[src/rtl/sdram_port_arbiter.sv]
// Shares one SDRAM command port between the ROM-download byte packer and NPORT read requesters.
// Define ARB_ROUND_ROBIN_EN for round-robin read grants; otherwise the lowest port index wins.
module sdram_port_arbiter #(
    parameter int AW    = 22,
    parameter int DW    = 16,
    parameter int NPORT = 4
) (
    input  logic                clk_96M,
    input  logic                reset_n,
    input  logic                rom_download,
    input  logic                ioctl_wr,
    input  logic [24:0]         ioctl_addr,
    input  logic [7:0]          ioctl_dout,
    input  logic [NPORT-1:0]    port_req,
    input  logic [NPORT*AW-1:0] port_addr,
    output logic [NPORT-1:0]    port_valid,
    output logic [DW-1:0]       port_dout,
    output logic                cmd_req,
    output logic                cmd_we,
    output logic [AW-1:0]       cmd_addr,
    output logic [DW-1:0]       cmd_wdata,
    output logic [1:0]          cmd_be,
    input  logic                cmd_ack,
    input  logic                rd_valid,
    input  logic [DW-1:0]       rd_data,
    output logic                dl_overflow
);
    localparam int IW = (NPORT > 1) ? $clog2(NPORT) : 1;

    typedef enum logic [1:0] {IDLE, ISSUE, WAIT_RD} state_t;

    state_t          state_q;
    logic            cmd_req_q, cmd_we_q;
    logic [AW-1:0]   cmd_addr_q;
    logic [DW-1:0]   cmd_wdata_q;
    logic [1:0]      cmd_be_q;
    logic [NPORT-1:0] port_valid_q;
    logic [DW-1:0]   port_dout_q;
    logic [IW-1:0]   grant_q;
    logic            dl_overflow_q;

    logic            rom_dl_q, pend_q;
    logic [7:0]      pend_lo_q;
    logic [AW-1:0]   pend_addr_q;
    logic [AW-1:0]   fifo_addr_q [2];
    logic [DW-1:0]   fifo_data_q [2];
    logic [1:0]      fifo_be_q   [2];
    logic            wr_ptr_q, rd_ptr_q;
    logic [1:0]      cnt_q, cnt_d;

    logic            even_wr, odd_wr, dl_fall, push, pop, push_ok, rd_grant;
    logic [AW-1:0]   push_addr, sel_addr;
    logic [DW-1:0]   push_data;
    logic [1:0]      push_be;
    logic            gnt_any;
    logic [IW-1:0]   gnt_idx;
    logic            unused_addr_hi;

    assign unused_addr_hi = ^ioctl_addr[24:AW+1];

    assign even_wr   = rom_download & ioctl_wr & ~ioctl_addr[0];
    assign odd_wr    = rom_download & ioctl_wr &  ioctl_addr[0];
    assign dl_fall   = rom_dl_q & ~rom_download;
    assign push      = odd_wr | (dl_fall & pend_q);
    assign push_addr = odd_wr ? ioctl_addr[AW:1] : pend_addr_q;
    assign push_data = odd_wr ? DW'({ioctl_dout, pend_lo_q}) : DW'({8'h00, pend_lo_q});
    assign push_be   = odd_wr ? 2'b11 : 2'b01;
    // The head entry stays in the FIFO until the controller accepts it.
    assign pop       = (state_q == ISSUE) & cmd_we_q & cmd_ack;
    assign push_ok   = push & ((cnt_q != 2'd2) | pop);
    assign rd_grant  = (cnt_q == 2'd0) & ~rom_download & gnt_any & (port_valid_q == '0);

    always_comb begin
        cnt_d = cnt_q;
        if (push_ok && !pop)
            cnt_d = cnt_q + 2'd1;
        else if (!push_ok && pop)
            cnt_d = cnt_q - 2'd1;
    end

`ifdef ARB_ROUND_ROBIN_EN
    logic [IW-1:0] rr_ptr_q;

    always_comb begin
        int j;
        j       = 0;
        gnt_any = 1'b0;
        gnt_idx = '0;
        for (int k = NPORT - 1; k >= 0; k--) begin
            j = int'(rr_ptr_q) + k;
            if (j >= NPORT)
                j = j - NPORT;
            if (port_req[IW'(j)]) begin
                gnt_any = 1'b1;
                gnt_idx = IW'(j);
            end
        end
    end

    always_ff @(posedge clk_96M or negedge reset_n) begin
        if (!reset_n)
            rr_ptr_q <= '0;
        else if (state_q == IDLE && rd_grant)
            rr_ptr_q <= (gnt_idx == IW'(NPORT - 1)) ? '0 : gnt_idx + 1'b1;
    end
`else
    always_comb begin
        gnt_any = 1'b0;
        gnt_idx = '0;
        for (int k = NPORT - 1; k >= 0; k--) begin
            if (port_req[IW'(k)]) begin
                gnt_any = 1'b1;
                gnt_idx = IW'(k);
            end
        end
    end
`endif

    always_comb begin
        sel_addr = '0;
        for (int k = 0; k < NPORT; k++)
            if (gnt_idx == IW'(k))
                sel_addr = port_addr[k*AW +: AW];
    end

    always_ff @(posedge clk_96M or negedge reset_n) begin
        if (!reset_n) begin
            rom_dl_q      <= 1'b0;
            pend_q        <= 1'b0;
            pend_lo_q     <= '0;
            pend_addr_q   <= '0;
            wr_ptr_q      <= 1'b0;
            rd_ptr_q      <= 1'b0;
            cnt_q         <= '0;
            dl_overflow_q <= 1'b0;
            for (int i = 0; i < 2; i++) begin
                fifo_addr_q[i] <= '0;
                fifo_data_q[i] <= '0;
                fifo_be_q[i]   <= '0;
            end
        end else begin
            rom_dl_q <= rom_download;
            cnt_q    <= cnt_d;
            if (push_ok) begin
                fifo_addr_q[wr_ptr_q] <= push_addr;
                fifo_data_q[wr_ptr_q] <= push_data;
                fifo_be_q[wr_ptr_q]   <= push_be;
                wr_ptr_q              <= ~wr_ptr_q;
            end
            if (pop)
                rd_ptr_q <= ~rd_ptr_q;
            if (push && !push_ok)
                dl_overflow_q <= 1'b1;
            if (even_wr) begin
                pend_q      <= 1'b1;
                pend_lo_q   <= ioctl_dout;
                pend_addr_q <= ioctl_addr[AW:1];
            end else if (push) begin
                pend_q <= 1'b0;
            end
        end
    end

    always_ff @(posedge clk_96M or negedge reset_n) begin
        if (!reset_n) begin
            state_q      <= IDLE;
            cmd_req_q    <= 1'b0;
            cmd_we_q     <= 1'b0;
            cmd_addr_q   <= '0;
            cmd_wdata_q  <= '0;
            cmd_be_q     <= '0;
            port_valid_q <= '0;
            port_dout_q  <= '0;
            grant_q      <= '0;
        end else begin
            port_valid_q <= '0;
            case (state_q)
                IDLE: begin
                    if (cnt_q != 2'd0) begin
                        state_q     <= ISSUE;
                        cmd_req_q   <= 1'b1;
                        cmd_we_q    <= 1'b1;
                        cmd_addr_q  <= fifo_addr_q[rd_ptr_q];
                        cmd_wdata_q <= fifo_data_q[rd_ptr_q];
                        cmd_be_q    <= fifo_be_q[rd_ptr_q];
                    end else if (rd_grant) begin
                        state_q     <= ISSUE;
                        cmd_req_q   <= 1'b1;
                        cmd_we_q    <= 1'b0;
                        cmd_addr_q  <= sel_addr;
                        cmd_wdata_q <= '0;
                        cmd_be_q    <= 2'b11;
                        grant_q     <= gnt_idx;
                    end
                end
                ISSUE: begin
                    if (cmd_ack) begin
                        cmd_req_q <= 1'b0;
                        state_q   <= cmd_we_q ? IDLE : WAIT_RD;
                    end
                end
                WAIT_RD: begin
                    if (rd_valid) begin
                        port_dout_q  <= rd_data;
                        port_valid_q <= NPORT'(1) << grant_q;
                        state_q      <= IDLE;
                    end
                end
                default: state_q <= IDLE;
            endcase
        end
    end

    assign cmd_req     = cmd_req_q;
    assign cmd_we      = cmd_we_q;
    assign cmd_addr    = cmd_addr_q;
    assign cmd_wdata   = cmd_wdata_q;
    assign cmd_be      = cmd_be_q;
    assign port_valid  = port_valid_q;
    assign port_dout   = port_dout_q;
    assign dl_overflow = dl_overflow_q;

endmodule

[config.mk]
export PLATFORM = sky130hd
export DESIGN_NAME = sdram_port_arbiter
export DESIGN_NICKNAME = d
export VERILOG_FILES = /design/src/rtl/sdram_port_arbiter.sv
export SDC_FILE = /design/constraint.sdc
export NUM_CORES = 1
export LEC_CHECK = 0
export ABC_AREA = 1
export BUFFER_PORTS_ARGS = -buffer_cell sky130_fd_sc_hd__buf_2
export CELL_PAD_IN_SITES_DETAIL_PLACEMENT = 1
export CELL_PAD_IN_SITES_GLOBAL_PLACEMENT = 1
export CORE_MARGIN = 2
export CORE_UTILIZATION = 38
export CTS_CLUSTER_SIZE = 30
export DETAILED_ROUTE_END_ITERATION = 12
export PLACE_DENSITY = 0.86
export SYNTH_ARGS = -nofsm -noshare
export SYNTH_HDL_FRONTEND = slang
export SYNTH_SLANG_ARGS = --single-unit
[constraint.sdc]
create_clock -name clk_96M -period 4.77 [get_ports clk_96M]
set_input_delay 0 -clock clk_96M [delete_from_list [all_inputs] [get_ports clk_96M]]
set_output_delay 0 -clock clk_96M [all_outputs]
set_load 0.05 [all_outputs]
== After elaboration in Yosys (flattened, before gate mapping) ==
Cells that the tools add are included.
Cells by class
  add/subtract/negate cells: 2
  $lt $le $gt $ge: 3
  eq/ne operators: 9
  shift-type cells: 1
  multiplexer cells: 53
  bitwise operators: 20
  reductions and logical operators: 20
Operators by type and width (count)
  22-bit two-way mux: 11
  16-bit two-way mux: 7
  44-bit bitwise mux: 1
  32-bit bitwise mux: 1
  2-bit two-way mux: 16
  22-bit demux with 1-bit select: 1
  16-bit demux with 1-bit select: 1
  1-bit AND: 11
  2-bit nonzero test: 5
  1-bit two-way mux: 9
  3-bit AND reduction: 3
  4-bit two-way mux: 2
  2-bit equality test, second input constant: 3
  2-bit logical NOT: 3
  2-bit inequality test, second input constant: 3
  2-bit one-hot mux with 3 select lines: 1
  1-bit NOT: 5
  4-bit bitwise mux: 1
  2-bit by 1-bit equality test with 1-bit output, second input constant: 2
  2-bit >= comparator, second input constant: 2
  1-bit logical AND: 4
  4-bit logical NOT: 1
  1-bit NOT with 2-bit output: 2
  2-bit AND reduction: 2
  9 further kinds: 11
Storage, ports and cells
  register bits: 183
  input bits: 147
  logic and storage cells: 131

== Logic depth before layout (Yosys ltp) ==
Gate-level depths: netlist of run 1.
  word-level depth: 9
  depth in mapped cells: 11

== Least setup slack after synthesis of run 1 ==
No wires, ideal clock.
  path kind: register to register
  from: register cmd_we_q (netlist: cmd_we)
  to: register cnt_q[1]
  setup time: 0.131 ns
  arrival time: 1.886 ns
  slack: 2.753 ns
  cell stages (with the launch flop): 10
  path buffers: 1
  cell sequence: dfrtp_1 -> nand4_2 -> nand2_4 -> buf_6 -> nand2_1 -> inv_1 -> ha_1 -> a21oi_1 -> o21ai_0 -> xor2_1
Between the ends
  longest elaborated chain between the ends: 7
RTL lines
  start: declaration: line 33  | logic cmd_req_q, cmd_we_q;
  start signal: assignment: line 168  | cmd_we_q <= 1'b0;
  start signal: assignment: line 182  | cmd_we_q <= 1'b1;
  start signal: assignment: line 189  | cmd_we_q <= 1'b0;
  1-bit AND * (2 in series): line 69  | assign pop = (state_q == ISSUE) & cmd_we_q & cmd_ack;
  1-bit OR: line 70  | assign push_ok = push & ((cnt_q != 2'd2) | pop);
  1-bit AND: line 70
  1-bit logical NOT: line 77  | else if (!push_ok && pop)
  1-bit logical AND: line 77
  2-bit nonzero test (no line)
  end signal: assignment: line 143  | cnt_q <= cnt_d;
  end: declaration: line 49  | logic [1:0] cnt_q, cnt_d;
Mark *: on every way between the ends. The rest lies on a longest branch, timed or not.
A chain may end at the register's enable or synchronous reset.

== Worst setup path after layout of run 1 ==
  from: register state_q[1]
  to: register fifo_addr_q[3] (netlist name)
Between the ends
  longest elaborated chain between the ends: 5
RTL lines
  start: declaration: line 32  | state_t state_q;
  start signal: assignment: line 199  | state_q <= cmd_we_q ? IDLE : WAIT_RD;
  2-bit by 1-bit equality test with 1-bit output: line 69
  1-bit AND (2 in series): line 69
  1-bit OR: line 70
  1-bit AND: line 70
  end signal: indexed assignment: line 145  | fifo_addr_q[wr_ptr_q] <= push_addr;
  end: declaration: line 45  | logic [AW-1:0] fifo_addr_q [2];
No other way between the ends.

==> impl_metrics.env, run 1 <==
export IMPL_slew_headroom_pct=26.9
export IMPL_vias=7915
export IMPL_wl_mm=27.0
export IMPL_rsz0062_at_grt="no"
export IMPL_path_clk_slew_ps=80
export IMPL_p_int_mw=3.67
export IMPL_path_class="flop to flop"
export IMPL_grt_pass1_wl_mm=44.4
export IMPL_io_buffers=158
export IMPL_final_antenna_net_count=0
export IMPL_cp_required_ps=5090
export IMPL_drt_iter0_markers=618
export IMPL_drv_slew=0
export IMPL_cts_root_buf="clkbuf_16"
export IMPL_fp_dieH_um=153
export IMPL_switching_share_pct=47.4
export IMPL_synth_area_leader_cell="dfrtp_1"
export IMPL_switchingPower_mw=3.31
export IMPL_post_cts_buffers=0
export IMPL_irDropWorstVdd_mv=0.352
export IMPL_power_share_clock_pct=20.8
export IMPL_status="complete, but fails checks"
export IMPL_final_nets=1346
export IMPL_dr_pass1_iters=4
export IMPL_fillers=2593
export IMPL_grt_pass1_vias=8472
export IMPL_post_place_ws_ps=1890
export IMPL_endpoint_kind="flop"
export IMPL_critical_path_arrival_ps=3350
export IMPL_clock_sinks=180
export IMPL_clk_latency_ps=450
export IMPL_syn_inst=1010
export IMPL_ys_seq_elements=180
export IMPL_timing_final_ws_setup_ps=1740
export IMPL_worstMarginPinSlew_ps=1100
export IMPL_synth_area_mm2=0.00846
export IMPL_synth_top_area_share_pct=53.2
export IMPL_startpoint_type="flop"
export IMPL_rows=54
export IMPL_final_util_pct=49.2
export IMPL_grt_max_degree=92
export IMPL_grtUsageTotal_pct=23.4
export IMPL_power_mw=6.98
export IMPL_fin_area_mm2=0.0107
export IMPL_seq_power_share_pct=35.6
export IMPL_hold_path_class="primary input to flop"
export IMPL_cellPowerDensity_mw_per_mm2=650
export IMPL_ios=210
export IMPL_post_dp_cell_area_mm2=0.00931
export IMPL_setup_tns_final_ps=0
export IMPL_path_max_fanout=81
export IMPL_p_leak_nw=5.74
export IMPL_drive_above_1_share_pct=18.2
export IMPL_synth_cell_types=34
export IMPL_hpwlAfterDp_mm=15.4
export IMPL_fin_skew_ps=15.2
export IMPL_ys_warn_count=0
export IMPL_dp_cells=1378
export IMPL_final_cells=1492
export IMPL_globalRouteOverflowTotal=0
export IMPL_die_area_mm2=0.0235
export IMPL_maxCapViolCount=0
export IMPL_area_growth_pct=26.9
export IMPL_coreArea_mm2=0.0218
export IMPL_failed_checks="hold timing"
export IMPL_routed_via_density=5.30
export IMPL_fmax_ghz=0.330
export IMPL_power_frac_comb_pct=43.6
export IMPL_cts_made_buffers=17
export IMPL_cts_buffer_depth=2
export IMPL_avgSynthCellArea_um2=8.38
export IMPL_hold_viol_final=1
export IMPL_drc=0
export IMPL_start_util_pct=38.8
export IMPL_fin_crit_sh_pct=63.6
export IMPL_wl_per_cell_um=18.1
export IMPL_cts_tree="built"
export IMPL_antenna_found_initial=1
export IMPL_whs_ps=-0.614
export IMPL_cts_htree_levels=4
export IMPL_setup_violations=0
export IMPL_period_needed_ps=3030
export IMPL_seq_area_frac_synth_pct=53.2
export IMPL_gp_congestion=0.759
export IMPL_synth_area_leaders="dfrtp_1 53%, nand2_1 17%, nand4_1 7.5%"
export IMPL_die_w_um=153
==> final timing paths <==
path | slack [ps] | cells after the start | start | endpoint
max | 1740 | 6 | state_q[1] | fifo_addr_q[3]
min | -0.6 | 7 | port_addr[10] | cmd_addr[10]
max reg2reg | 1740 | 6 | state_q[1] | fifo_addr_q[3]
min reg2reg | 470 | 1 | grant_q[0] | port_valid[0]
max in group asynchronous | 3500 | 3 | reset_n | rd_ptr_q
min in group asynchronous | 210 | 2 | reset_n | pend_addr_q[6]
==> cells in the mapped netlist, drive strengths merged <==
master	n
mux2i	16
o32ai	1
dfrtp	180
nand3	6
nand4	102
nand2	375
xor2	2
clkbuf	24
o211ai	22
conb	1
buf	54
nand3b	1
ha	1
nor2	59
a31o	1
xnor2	1
a22oi	2
a21oi	2
mux2	16
inv	71
a21boi	1
o21ai	72
==> registers in the layout, summed over array words and instances (netlist names), 4 cells and up <==
register	flops
fifo_addr_q	44
fifo_be_q	4
port_dout	16
fifo_data_q	32
cmd_addr	22
pend_lo_q	8
cmd_wdata	16
pend_addr_q	22
==> critical path, stage by stage (launching register included) <==
cell and delay, ps:
dfrtp_1 450, inv_2 90, nand4_2 190, nand2_4 700
nand3_2 990, nand2_1 340, nand2_1 110
==> area by class of cell <==
cell class | count | area (um2) | area share, %
multi-input cells | 682 | 3320 | 30.9
clock buffers | 17 | 425 | 3.96
flip-flops and latches | 180 | 4510 | 42.0
clock inverters | 15 | 193 | 1.79
inverters | 71 | 267 | 2.48
repair buffers | 246 | 1670 | 15.6
diodes | 1 | 2.50 | 0.0233
well taps | 280 | 350 | 3.26
==> metal layers <==
layer	vias to the layer above	global-route usage, %	share of wire, %
met1	3994	31.1	45
met4	0	7.36	2.1
met5	-	0	0
li1	3669	-	-
met2	205	39.0	49
met3	47	4.20	4.1
==> cell families after synthesis <==
group / Yosys count / share of synthesized area, %
AO/OA/AOI/OAI: 101 / 6.80
XOR/XNOR: 3 / 0.311
adder cells (fa/ha/maj): 1 / 0.148
buffers and inverters: 149 / 7.63
flip-flops: 180 / 53.2
multiplexers: 32 / 4.02
other: 1 / 0.0443
AND/OR/NAND/NOR: 543 / 27.8
==> power by group through the flow <==
stage | Clock [mW] | Sequential (mW) | Combinational, mW
3_3_place_gp | 0 | 2.45 | 2.83
3_5_place_dp | 0 | 2.49 | 2.90
6_report | 1.45 | 2.49 | 3.04
2_1_floorplan | 0 | 3.10 | 1.51
4_1_cts | 1.47 | 2.47 | 3.02
5_1_grt | 1.54 | 2.56 | 3.33
==> layout by cell type (no fill, tap or decap), drive strengths merged, types with 6 or more instances in the layout <==
cell and count:
nand3 6, mux2 16, o21ai 72, nor2 59, clkinv 7, nand2 375
buf 165, dlygate4sd3 81, nand4 102, o211ai 22, inv 76, dfrtp 180
clkbuf 17, mux2i 16
==> what timing repair did <==
action	4_1_cts	5_1_grt
resized for setup	0	0
endpoints found under the hold margin	180	0
hold buffers	81	0
setup endpoints to repair	0	0
No activity file was read; power rests on OpenSTA's default activity.
==> run 2: changes to the inputs <==
==> constraint.sdc (replaced) <==
create_clock -name clk_96M -period 3.2 [get_ports clk_96M]
set_input_delay 0 -clock clk_96M [delete_from_list [all_inputs] [get_ports clk_96M]]
set_output_delay 0 -clock clk_96M [all_outputs]
set_load 0.05 [all_outputs]
==> impl_metrics.env, run 2 (synthesis gave the netlist of run 1 again) <==
export IMPL_globalRouteOverflowTotal=0
export IMPL_cts_resized=0
export IMPL_final_antenna_net_count=0
export IMPL_rows=54
export IMPL_seqCellArea_mm2=0.00451
export IMPL_r2r_setup_slack_ps=950
export IMPL_area_growth_pct=28.2
export IMPL_slew_headroom_pct=38.7
export IMPL_final_nets=1358
export IMPL_largest_register="fifo_addr_q"
export IMPL_multi_input_area_mm2=0.00332
export IMPL_crit_chain="inv_1 > o21ai_0 > nand2_1 > nand2_1 > nand2_1"
export IMPL_die_area_mm2=0.0235
export IMPL_drc=0
export IMPL_drt_iter0_markers=445
export IMPL_cpLargestDelayFamily="flip-flops"
export IMPL_setup_tns_final_ps=0
export IMPL_path_common_cell="nand2_1"
export IMPL_fmax_ghz=0.444
export IMPL_rsz0062_at_grt="no"
export IMPL_drive_above_1_share_pct=18.7
export IMPL_worst_path_buf_inv=1
export IMPL_setup_violations=0
export IMPL_grtUsageTotal_pct=23.3
export IMPL_ios=210
export IMPL_whs_ps=2.43
export IMPL_mostFrequentLayoutCell="nand2_1"
export IMPL_io_buffers=158
export IMPL_endpoint_kind="flop"
export IMPL_antenna_found_initial=0
export IMPL_hold_depth=7
export IMPL_startpoint_type="flop"
export IMPL_vias=7693
export IMPL_fin_skew_ps=11.6
export IMPL_gp_congestion=0.737
export IMPL_critical_path_arrival_ps=2590
export IMPL_fillers=2593
export IMPL_rr_worst_depth=5
export IMPL_irDropWorstVdd_mv=0.566
export IMPL_grt_pass1_vias=8366
export IMPL_cellPowerDensity_mw_per_mm2=964
export IMPL_cts_htree_levels=4
export IMPL_post_dp_cell_area_mm2=0.00940
export IMPL_grt_pass1_wl_mm=44.3
export IMPL_fin_area_mm2=0.0108
export IMPL_maxCapViolCount=0
export IMPL_final_util_pct=49.7
export IMPL_top_regs="fifo_addr_q (44), fifo_data_q (32)"
export IMPL_crit_slowest_cell="dfrtp_2"
export IMPL_coreArea_mm2=0.0218
export IMPL_path_max_fanout=24
export IMPL_largest_register_ff_count=44
export IMPL_worstMarginPinSlew_ps=917
export IMPL_hold_path_class="primary input to flop"
export IMPL_post_cts_buffers=0
export IMPL_fp_dieH_um=153
export IMPL_cp_required_ps=3540
export IMPL_hold_viol_final=0
export IMPL_drv_slew=0
export IMPL_path_clk_slew_ps=70
export IMPL_path_class="flop to flop"
export IMPL_worst_path_stages=5
export IMPL_cts_hold_fix_buffers=84
export IMPL_wl_mm=26.5
export IMPL_start_util_pct=38.8
export IMPL_p_leak_nw=5.81
export IMPL_hpwlAfterDp_mm=15.8
export IMPL_fin_crit_sh_pct=70.3
export IMPL_routed_via_density=5.12
export IMPL_die_w_um=153
export IMPL_status="complete, no violations"
export IMPL_clock_sinks=180
export IMPL_period_needed_ps=2250
export IMPL_wl_per_cell_um=17.6
export IMPL_dr_pass1_iters=4
export IMPL_cts_made_buffers=17
export IMPL_clk_latency_ps=450
export IMPL_diodes=0
export IMPL_grt_max_degree=85
export IMPL_cts_buffer_depth=2
export IMPL_critPathMaxStageDelay_ps=790
export IMPL_final_cell_mix="372 x nand2_1, 179 x dfrtp_1, 157 x buf_2"
export IMPL_cts_tree="built"
export IMPL_power_mw=10.5
export IMPL_cts_root_buf="clkbuf_16"
[run 2: cell types whose count changed in the layout (fill, tap and decap cells not counted), sizes merged]
cell         delta
clkinv          -4
inv             +5
buf             +9
dlygate4sd3     +3
clkinvlp        -1
diode           -1
[run 2: where the power goes]
part	switching (mW)	leakage, nW	internal, mW
Sequential	0.545	2.29	3.11
Clock	1.03	0.296	1.13
Combinational	3.36	3.22	1.29
Total	4.93	5.81	5.53
[run 2: metal layers]
metal / part of all wire (%) / vias to the layer above / global-route usage (%)
met5: 0 / - / 0
met4: 1.8 / 0 / 7.10
met3: 4.6 / 39 / 4.20
met2: 49 / 205 / 38.9
met1: 44 / 3756 / 30.9
li1: - / 3693 / -
[run 2: per-stage QoR]
step                worst slack, ps  instances
CTS                             956       1503
finish                          950       1503
floorplan                      1180       1011
global placement               1050       1387
global route                    823       1503
detailed placement             1020       1387
[run 2: area by class of cell]
| cell class | count | area share (%) |
|---|---|---|
| repair buffers | 258 | 16.6 |
| well taps | 280 | 3.23 |
| clock inverters | 15 | 1.67 |
| inverters | 71 | 2.46 |
| flip-flops and latches | 180 | 41.5 |
| clock buffers | 17 | 3.92 |
| multi-input cells | 682 | 30.6 |
[run 2: path summary, 6_finish.rpt]
path / from / end
worst min register to register: grant_q[0] / port_valid[0]
min in group asynchronous: reset_n / pend_addr_q[4]
max in group asynchronous: reset_n / pend_addr_q[0]
worst max-delay path: rd_ptr_q / cmd_addr[18]
worst max register to register: rd_ptr_q / cmd_addr[18]
worst min-delay path: port_addr[21] / cmd_addr[21]
[run 2: worst register-to-register path: cells and delay by family, from the launching register on]
kind / cells / cell delay (ps)
buf+inv: 1 / 550
flops: 1 / 790
compound gates: 1 / 550
simple gates: 3 / 260
==> run 3: changes to the inputs <==
--- a/config.mk
+++ b/config.mk
@@ -10,10 +10,10 @@
 export CELL_PAD_IN_SITES_DETAIL_PLACEMENT = 1
 export CELL_PAD_IN_SITES_GLOBAL_PLACEMENT = 1
 export CORE_MARGIN = 2
-export CORE_UTILIZATION = 38
+export CORE_UTILIZATION = 35
 export CTS_CLUSTER_SIZE = 30
 export DETAILED_ROUTE_END_ITERATION = 12
-export PLACE_DENSITY = 0.86
+export PLACE_DENSITY = 0.83
 export SYNTH_ARGS = -nofsm -noshare
 export SYNTH_HDL_FRONTEND = slang
 export SYNTH_SLANG_ARGS = --single-unit
==> constraint.sdc (replaced) <==
create_clock -name clk_96M -period 1.8 [get_ports clk_96M]
set_input_delay 0 -clock clk_96M [delete_from_list [all_inputs] [get_ports clk_96M]]
set_output_delay 0 -clock clk_96M [all_outputs]
set_load 0.05 [all_outputs]
==> impl_metrics.env, run 3 (synthesis gave the netlist of run 1 again) <==
export IMPL_worstMarginPinSlew_ps=523
export IMPL_hold_start="port_addr[6]"
export IMPL_startpoint_type="flop"
export IMPL_critPathMaxStageDelay_ps=420
export IMPL_p_int_mw=10.0
export IMPL_die_w_um=159
export IMPL_switching_share_pct=46.8
export IMPL_largest_register="fifo_addr_q"
export IMPL_grt_max_degree=74
export IMPL_fp_dieH_um=159
export IMPL_final_util_pct=47.0
export IMPL_slew_headroom_pct=65.1
export IMPL_setup_tns_final_ps=0
export IMPL_largest_register_ff_count=44
export IMPL_maxCapViolCount=0
export IMPL_switchingPower_mw=8.82
export IMPL_crit_slowest_cell="dfrtp_2"
export IMPL_fin_skew_ps=16.7
export IMPL_hold_path_class="primary input to flop"
export IMPL_path_max_fanout=4
export IMPL_routed_via_density=5.07
export IMPL_drt_iter0_markers=573
export IMPL_r2r_start="state_q[1]"
export IMPL_cp_required_ps=2110
export IMPL_power_frac_comb_pct=45.8
export IMPL_worstHoldEndpoint="cmd_addr[6]"
export IMPL_critical_path_arrival_ps=1970
export IMPL_setup_violations=0
export IMPL_ios=210
export IMPL_hold_viol_final=0
export IMPL_cts_buffer_depth=2
export IMPL_status="complete, no violations"
export IMPL_area_growth_pct=31.2
export IMPL_whs_ps=17.5
export IMPL_cpLargestDelayFamily="flip-flops"
export IMPL_rows=56
export IMPL_fmax_ghz=0.604
export IMPL_drc=0
export IMPL_path_class="flop to flop"
export IMPL_coreArea_mm2=0.0236
export IMPL_wl_per_cell_um=17.2
export IMPL_rr_endpoint="cnt_q[1]"
export IMPL_endpoint_kind="flop"
export IMPL_period_needed_ps=1660
export IMPL_path_clk_slew_ps=80
export IMPL_final_antenna_net_count=0
export IMPL_dr_pass1_iters=5
export IMPL_cts_made_buffers=17
export IMPL_grt_pass1_vias=8424
export IMPL_rr_worst_depth=9
export IMPL_irDropWorstVdd_mv=0.798
export IMPL_cts_root_buf="clkbuf_16"
export IMPL_globalRouteOverflowTotal=0
export IMPL_fillers=2777
export IMPL_final_cell_mix="372 x nand2_1, 177 x dfrtp_1, 157 x buf_2"
export IMPL_p_leak_nw=5.92
export IMPL_vias=7924
export IMPL_worst_path_buf_inv=2
export IMPL_clk_latency_ps=440
export IMPL_drv_slew=0
export IMPL_cellPowerDensity_mw_per_mm2=1700
export IMPL_hold_depth=7
export IMPL_gp_congestion=0.743
export IMPL_grtUsageTotal_pct=21.5
export IMPL_final_nets=1376
export IMPL_timing_final_ws_setup_ps=144
export IMPL_start_util_pct=35.8
export IMPL_top_regs="fifo_addr_q (44), fifo_data_q (32)"
export IMPL_cts_htree_levels=4
export IMPL_power_mw=18.8
export IMPL_clock_sinks=180
export IMPL_io_buffers=158
export IMPL_rsz0062_at_grt="no"
export IMPL_drive_above_1_share_pct=20.3
export IMPL_hpwlAfterDp_mm=17.0
export IMPL_crit_chain="inv_2 > nand4_4 > nand2_4 > nand2_1 > inv_1 > ha_1 > a21oi_2 > o21ai_1 > xor2_1"
export IMPL_fin_crit_sh_pct=92.0
export IMPL_post_place_ws_ps=-2.31
export IMPL_wl_mm=26.9
export IMPL_cts_tree="built"
export IMPL_power_share_clock_pct=20.3
export IMPL_r2r_setup_slack_ps=140
export IMPL_antenna_found_initial=3
export IMPL_die_area_mm2=0.0254
export IMPL_mostFrequentLayoutCell="nand2_1"
export IMPL_seq_power_share_pct=33.8
export IMPL_grt_pass1_wl_mm=44.3
run 3: worst max-delay path by stage:
stage                     from  endpoint  cells after the start
finish              state_q[1]  cnt_q[1]                      9
global route        state_q[1]  cnt_q[1]                      9
CTS                 state_q[1]  cnt_q[1]                      9
detailed placement    cnt_q[1]  cnt_q[1]                      9
global placement      cnt_q[1]  cnt_q[1]                      9
floorplan               cmd_we  cnt_q[1]                      9
run 3: layer usage:
layer / GRT usage [%] / share of wire [%]
met1: 28.1 / 45
met5: 0 / 0
met4: 7.77 / 2.3
met2: 35.3 / 48
met3: 4.40 / 4.7
run 3: power groups by stage:
stage | Clock, mW | Sequential (mW) | Combinational [mW]
CTS | 3.90 | 6.36 | 8.58
floorplan | 0 | 8.23 | 4.00
detailed placement | 0 | 6.40 | 8.34
global route | 4.05 | 6.56 | 9.42
global placement | 0 | 6.31 | 8.07
finish | 3.83 | 6.37 | 8.63
run 3: worst register-to-register path: stages (launching register included):
cell     delay [ps]
dfrtp_2         420
inv_2            80
nand4_4         130
nand2_4         130
nand2_1          80
inv_1            70
ha_1            250
a21oi_2         130
o21ai_1          90
xor2_1          140
run 3: per-stage QoR:
step / instance area [um2] / cells
2_1_floorplan: 8470 / 1011
3_3_place_gp: 9620 / 1443
3_5_place_dp: 9620 / 1443
4_1_cts: 11100 / 1559
5_1_grt: 11100 / 1563
6_report: 11100 / 1563
run 3: area by class of cell:
cell class	instances	area [um2]	share of cell area [%]
repair buffers	276	1970	17.7
diodes	3	7.51	0.0676
inverters	71	267	2.40
flip-flops and latches	180	4510	40.6
clock inverters	15	183	1.65
multi-input cells	682	3340	30.1
clock buffers	17	425	3.83
well taps	319	399	3.60
run 3: timing repair:
action                                 CTS  global route
resized for setup                        1             5
pin swaps                                0             1
hold buffers                            84             0
endpoints found under the hold margin  270             0
buffers inserted                         0             2
setup endpoints to repair                1            12
